### src/rtl/umi_tx_serializer_pkg.sv
// Shared definitions for the UMI transmit serializer: default widths,
// FSM state encoding and a helper for sizing the beat counter.
package umi_tx_serializer_pkg;

  localparam int AW_DEF = 64;
  localparam int PW_DEF = 4 * AW_DEF;
  localparam int OW_DEF = AW_DEF;

  // IDLE: nothing held. SEND: a packet is held and beats are being offered.
  typedef enum logic {
    IDLE = 1'b0,
    SEND = 1'b1
  } state_t;

  // Beat counter width; a single-beat packet still gets a 1-bit counter.
  function automatic int cnt_width(input int nbeats);
    return (nbeats > 1) ? $clog2(nbeats) : 1;
  endfunction

endpackage

### src/rtl/umi_tx_serializer_if.sv
// Packet-in / beat-out handshake bundle around the serializer.
// master: the environment (packer side drives packets, link side drives ready).
// slave:  the serializer itself.
interface umi_tx_serializer_if
  import umi_tx_serializer_pkg::*;
#(
  parameter int PW = PW_DEF,
  parameter int OW = OW_DEF
);

  logic          packet_valid;
  logic [PW-1:0] packet_in;
  logic          packet_ready;
  logic          beat_valid;
  logic [OW-1:0] beat_data;
  logic          beat_first;
  logic          beat_last;
  logic          beat_ready;
  logic          busy;

  modport master (
    output packet_valid, packet_in, beat_ready,
    input  packet_ready, beat_valid, beat_data, beat_first, beat_last, busy
  );

  modport slave (
    input  packet_valid, packet_in, beat_ready,
    output packet_ready, beat_valid, beat_data, beat_first, beat_last, busy
  );

endinterface

### src/rtl/umi_tx_serializer_beat_counter.sv
// Beat index counter shared with the receive-side deserializer.
// clear returns to beat 0; inc steps one beat but saturates at NBEATS-1,
// so the index can never leave 0..NBEATS-1.
module umi_tx_serializer_beat_counter #(
  parameter int NBEATS = 4,
  parameter int CW     = 2
) (
  input  logic clk,
  input  logic nreset,
  input  logic clear,
  input  logic inc,
  output logic first,
  output logic last
);

  logic [CW-1:0] cnt;

  // Beat index: clear has priority over increment.
  always_ff @(posedge clk or negedge nreset) begin
    if (!nreset)
      cnt <= '0;
    else if (clear)
      cnt <= '0;
    else if (inc && !last)
      cnt <= cnt + CW'(1);
  end

  assign first = (cnt == '0);
  assign last  = (cnt == CW'(NBEATS - 1));

endmodule

### src/rtl/umi_tx_serializer.sv
// UMI transmit serializer: captures one PW-bit packet per handshake and
// emits it as NBEATS beats of OW bits, least-significant beat first.
// A new packet is accepted in the same cycle the last beat leaves, so
// back-to-back packets stream with no idle beat in between.
module umi_tx_serializer
  import umi_tx_serializer_pkg::*;
#(
  parameter int AW = AW_DEF,
  parameter int PW = 4 * AW,
  parameter int OW = AW
) (
  input logic             clk,
  input logic             nreset,
  umi_tx_serializer_if.slave io
);

  localparam int NBEATS = PW / OW;
  localparam int CW     = cnt_width(NBEATS);

  // The packet must split into whole beats.
  if ((PW % OW) != 0 || NBEATS < 1) begin : g_bad_width
    $error("umi_tx_serializer: PW must be a non-zero multiple of OW");
  end

  state_t        state;
  logic [PW-1:0] shreg;
  logic          cnt_first;
  logic          cnt_last;
  logic          accept_in;
  logic          beat_adv;
  logic          last_adv;

  // Outputs are decoded from registered state only; in IDLE all flags are 0.
  assign io.beat_valid = (state == SEND);
  assign io.busy       = (state == SEND);
  assign io.beat_first = (state == SEND) && cnt_first;
  assign io.beat_last  = (state == SEND) && cnt_last;
  assign io.beat_data  = shreg[OW-1:0];

  // Ready depends only on state and downstream ready, never on packet_valid.
  assign io.packet_ready = (state == IDLE) || (io.beat_last && io.beat_ready);

  assign accept_in = io.packet_valid && io.packet_ready;
  assign beat_adv  = io.beat_valid && io.beat_ready;
  assign last_adv  = beat_adv && io.beat_last;

  // Restart at beat 0 on every load and when the final beat leaves.
  umi_tx_serializer_beat_counter #(
    .NBEATS (NBEATS),
    .CW     (CW)
  ) u_cnt (
    .clk    (clk),
    .nreset (nreset),
    .clear  (accept_in || last_adv),
    .inc    (beat_adv),
    .first  (cnt_first),
    .last   (cnt_last)
  );

  // FSM: go to SEND on a load, drop to IDLE only when the last beat leaves
  // without a replacement packet arriving in the same cycle.
  always_ff @(posedge clk or negedge nreset) begin
    if (!nreset) begin
      state <= IDLE;
    end else begin
      case (state)
        IDLE:    if (accept_in) state <= SEND;
        SEND:    if (last_adv && !accept_in) state <= IDLE;
        default: state <= IDLE;
      endcase
    end
  end

  if (NBEATS > 1) begin : g_shift
    // Datapath: load a whole packet, then shift right one beat per accepted
    // non-final beat so the current beat always sits in the low OW bits.
    always_ff @(posedge clk or negedge nreset) begin
      if (!nreset)
        shreg <= '0;
      else if (accept_in)
        shreg <= io.packet_in;
      else if (beat_adv && !io.beat_last)
        shreg <= {{OW{1'b0}}, shreg[PW-1:OW]};
    end
  end else begin : g_hold
    // Datapath: single-beat packets make this a plain pipeline register.
    always_ff @(posedge clk or negedge nreset) begin
      if (!nreset)
        shreg <= '0;
      else if (accept_in)
        shreg <= io.packet_in;
    end
  end

endmodule

### src/flat_wrapper.sv
// flat-port wrapper written by rule: the top's interface ports become plain ports
module umi_tx_serializer_flat import umi_tx_serializer_pkg::*;
#(
  parameter int AW = AW_DEF,
  parameter int PW = 4 * AW,
  parameter int OW = AW
)
  (clk, nreset, io_packet_valid, io_packet_in, io_beat_ready, io_packet_ready, io_beat_valid, io_beat_data, io_beat_first, io_beat_last, io_busy);
  umi_tx_serializer_if #(.PW(PW), .OW(OW)) io_i ();
  input logic clk;
  input logic nreset;
  input wire logic [$bits(io_i.packet_valid)-1:0] io_packet_valid;
  input wire logic [$bits(io_i.packet_in)-1:0] io_packet_in;
  input wire logic [$bits(io_i.beat_ready)-1:0] io_beat_ready;
  output wire logic [$bits(io_i.packet_ready)-1:0] io_packet_ready;
  output wire logic [$bits(io_i.beat_valid)-1:0] io_beat_valid;
  output wire logic [$bits(io_i.beat_data)-1:0] io_beat_data;
  output wire logic [$bits(io_i.beat_first)-1:0] io_beat_first;
  output wire logic [$bits(io_i.beat_last)-1:0] io_beat_last;
  output wire logic [$bits(io_i.busy)-1:0] io_busy;
  assign io_i.packet_valid = io_packet_valid;
  assign io_i.packet_in = io_packet_in;
  assign io_i.beat_ready = io_beat_ready;
  assign io_packet_ready = io_i.packet_ready;
  assign io_beat_valid = io_i.beat_valid;
  assign io_beat_data = io_i.beat_data;
  assign io_beat_first = io_i.beat_first;
  assign io_beat_last = io_i.beat_last;
  assign io_busy = io_i.busy;
  umi_tx_serializer #(.AW(AW), .PW(PW), .OW(OW)) u_core (.clk(clk), .nreset(nreset), .io(io_i));
endmodule
### config.mk
export PLATFORM = sky130hd
export DESIGN_NAME = umi_tx_serializer_flat
export DESIGN_NICKNAME = d
export VERILOG_FILES = /design/src/rtl/umi_tx_serializer_pkg.sv /design/src/rtl/umi_tx_serializer_if.sv /design/src/rtl/umi_tx_serializer_beat_counter.sv /design/src/rtl/umi_tx_serializer.sv /design/src/flat_wrapper.sv
export SDC_FILE = /design/constraint.sdc
export NUM_CORES = 1
export LEC_CHECK = 0
export ABC_CLOCK_PERIOD_IN_PS = 2500
export CORE_MARGIN = 8
export CORE_UTILIZATION = 30
export DETAILED_ROUTE_END_ITERATION = 7
export PLACE_DENSITY = 0.62
export REMOVE_ABC_BUFFERS = 1
export SYNTH_ARGS = -nofsm -noshare
export SYNTH_HDL_FRONTEND = slang
export SYNTH_SLANG_ARGS = --single-unit
export TNS_END_PERCENT = 30
### constraint.sdc
create_clock -name clk -period 2.5 [get_ports clk]
set_input_delay 0.375 -clock clk [delete_from_list [all_inputs] [get_ports clk]]
set_output_delay 0.375 -clock clk [all_outputs]
set_load 0.005 [all_outputs]
==> flow_summary.ini <==
[outcome]
outcome = complete, no violations

[detailed_routing]
top_layer = met5
wl_met1_um = 18360
vias_per_cell = 5.171
dr.pass1.iters = 7
wl_per_cell_um = 19.89
met3_length_um = 3381
ant_nets = 0
wl_um = 42480
drt_iter0_drc = 883
drc = 0
vias = 11050
dr_wl_met2_um = 19830

[placed_design]
port-buffer-count = 328
dpl-instance-area_um2 = 16940
hpwlAfterDp_um = 26950
routabilityCongestion = 0.7568

[grt]
antenna_found_initial = 1
grt_use_total_pct = 15.80
grt_max_degree = 194
overflow = 0
grt_pass1_wl_um = 66500
grt_pass1_vias = 11610

[timing]
fin_crit_ns = 2.405
hold_ws_ns = 0.3614
worstMarginPinSlew_ns = 1.052
finalCritPeriodShare_pct = 96.19
finalClockSkew_ns = 0.01063
fmax_mhz = 415.8
finalSetupViolCount = 0
drv_slew = 0
rsz0062_at_grt = false
hold_violations = 0
slew_headroom_pct = 29.85

[setup_path]
worstSetupPathType = reg2reg
required_ns = 2.94
end_kind = register
critPathMaxStageDelay_ns = 0.57
cp-start-kind = register
cpMostUsedCell = buf_12
cp_slowest_cell = buf_12
worstPathArrival_ns = 2.85
crit_fanout = 193
critical_path.cell_chain = ha_4 -> nand2_8 -> buf_12 -> a21oi_4 -> buf_12 -> a22o_1

[die]
core_area_um2 = 44220
dieArea_um2 = 51740
initial_utilization_pct = 30.34
die_width_um = 227.5
die_h_um = 227.5
io_pins = 329
rows = 77

[clock_tree]
clk_latency_ns = 0.56
cts_buffers = 30
cts_sinks = 259
cts_root_buf = clkbuf_16
clk_pin_slew_ns = 0.06
htreeDepth = 1
clock_path_buffers = 3
cts_tree = done
cts_setup_buffers = 0

[final_layout]
regArea_um2 = 6485
final_cell_mix = clkdlybuf4s50_1, dfrtp_1, nand2_1
layout_commonest_cell = clkdlybuf4s50_1
fill_cells = 4270
postLayoutCoreUtil_pct = 40.91
drive_gt1_share_pct = 7.319
nNetsFinal = 1782
syn2layout_area_growth_pct = 34.86
antenna_cells = 0
fin_area_um2 = 18090
multi_input_area_um2 = 5794

[logic_synthesis]
ys_warn_count = 0
avgSynthCellArea_um2 = 10.19
synth_cell_types = 25
yosysSeqAreaShare_pct = 48.31
synthesis.area_um2 = 13420
syn_inst = 1317
yosys_register_bits = 259

[pwr]
p_seq_share_pct = 37.0
cellInternalPower_uw = 12800
powerDensity_nw_per_um2 = 1036
p_comb_share_pct = 36.2
power.switching_uw = 5942
clkPwrFrac_pct = 26.8
ir_drop_uv = 571.0
p_sw_share_pct = 31.70
p_leak_uw = 0.008060

[flow_run]
drv_cap = 0

[min_path]
hp-class = in2async
final timing paths:
| check | startpoint | endpoint | slack (ns) | cells past startpoint |
|---|---|---|---|---|
| max reg2reg | u_core.u_cnt.cnt[0]$_DFFE_PN0P_ | u_core.shreg[253]$_DFFE_PN0P_ | 0.1 | 6 |
| min reg2reg | u_core.shreg[217]$_DFFE_PN0P_ | u_core.shreg[217]$_DFFE_PN0P_ | 0.50 | 1 |
| max | u_core.u_cnt.cnt[0]$_DFFE_PN0P_ | u_core.shreg[253]$_DFFE_PN0P_ | 0.1 | 6 |
| max in group asynchronous | nreset | u_core.shreg[51]$_DFFE_PN0P_ | 1.39 | 3 |
| min | nreset | u_core.shreg[49]$_DFFE_PN0P_ | 0.36 | 2 |
| min in group clk | io_packet_in[247] | u_core.shreg[247]$_DFFE_PN0P_ | 0.42 | 2 |
cells in the mapped netlist (all sizes together):
cell type | count | share of area, %
mux2i | 1 | 0.075
ha | 2 | 0.19
and2 | 3 | 0.14
a21oi | 1 | 0.065
clkbuf | 54 | 1.5
o211a | 192 | 14
nor2 | 192 | 5.4
nand2b | 1 | 0.047
a22o | 64 | 4.2
o21ai | 2 | 0.10
inv | 3 | 0.084
dfrtp | 259 | 48
buf | 151 | 7.2
a32o | 1 | 0.075
nand2 | 197 | 5.5
nor2b | 1 | 0.10
a211o | 192 | 13
o21a | 1 | 0.11
sequential cells by signal, indices dropped and copies added, names as in the netlist:
name and flops:
u_core.shreg 256, u_core.u_cnt.cnt 2, u_core.io.beat_valid 1
per-layer routing:
| layer | vias up | track usage [%] |
|---|---|---|
| met2 | 336 | 25.25 |
| met5 | - | 0 |
| met1 | 5540 | 20.89 |
| met4 | 2 | 4.098 |
| met3 | 55 | 4.457 |
| li1 | 5112 | - |
critical path: cells and delay by family (launching register included):
kind / cells / cell delay, ns
buffers and inverters: 2 / 0.79
DFF: 1 / 0.44
AOI/OAI and AO/OA: 2 / 0.42
adders and majority gates: 1 / 0.24
and+or+nand+nor: 1 / 0.09
kinds of logic after synthesis:
family          share of synthesized area (%)
compound gates                          31.39
simple gates                            11.19
flops                                   48.31
buf+inv                                 8.842
fa+ha+maj                              0.1865
mux                                   0.07462
final cells by class:
class	count	area share, %
sequential	259	35.84
multi-input combinational	850	32.03
timing repair buffer	376	21.63
clock buffer	39	4.841
tap	592	4.094
clock inverter	17	1.473
inverter	3	0.08990
metrics by stage:
step                total power [uW]  cells  setup TNS, ns  setup slack, ns
floorplan                      11020   1112       -1578.18           -6.551
global route                   20050   2136              0         0.009006
finish                         18740   2136              0          0.09523
CTS                            19040   2136              0          0.01992
global placement               13730   2079        -0.4910         -0.02045
detailed placement             13870   2079        -0.2228         -0.02056
power by group through the flow:
| stage | Combinational, uW | Sequential, uW | Clock (uW) |
|---|---|---|---|
| after floorplan | 4140 | 6870 | 0 |
| after global placement | 6810 | 6910 | 0 |
| after detailed placement | 6900 | 6970 | 0 |
| after CTS | 6940 | 6930 | 5180 |
| after global routing | 7560 | 7140 | 5350 |
| final | 6790 | 6930 | 5030 |
repair_timing:
action	4_1_cts	5_1_grt
setup endpoints to repair	1	0
hold buffers	1	0
endpoints found under the hold margin	53	0
resized for setup	1	0
No activity file was read; power rests on OpenSTA's default activity.
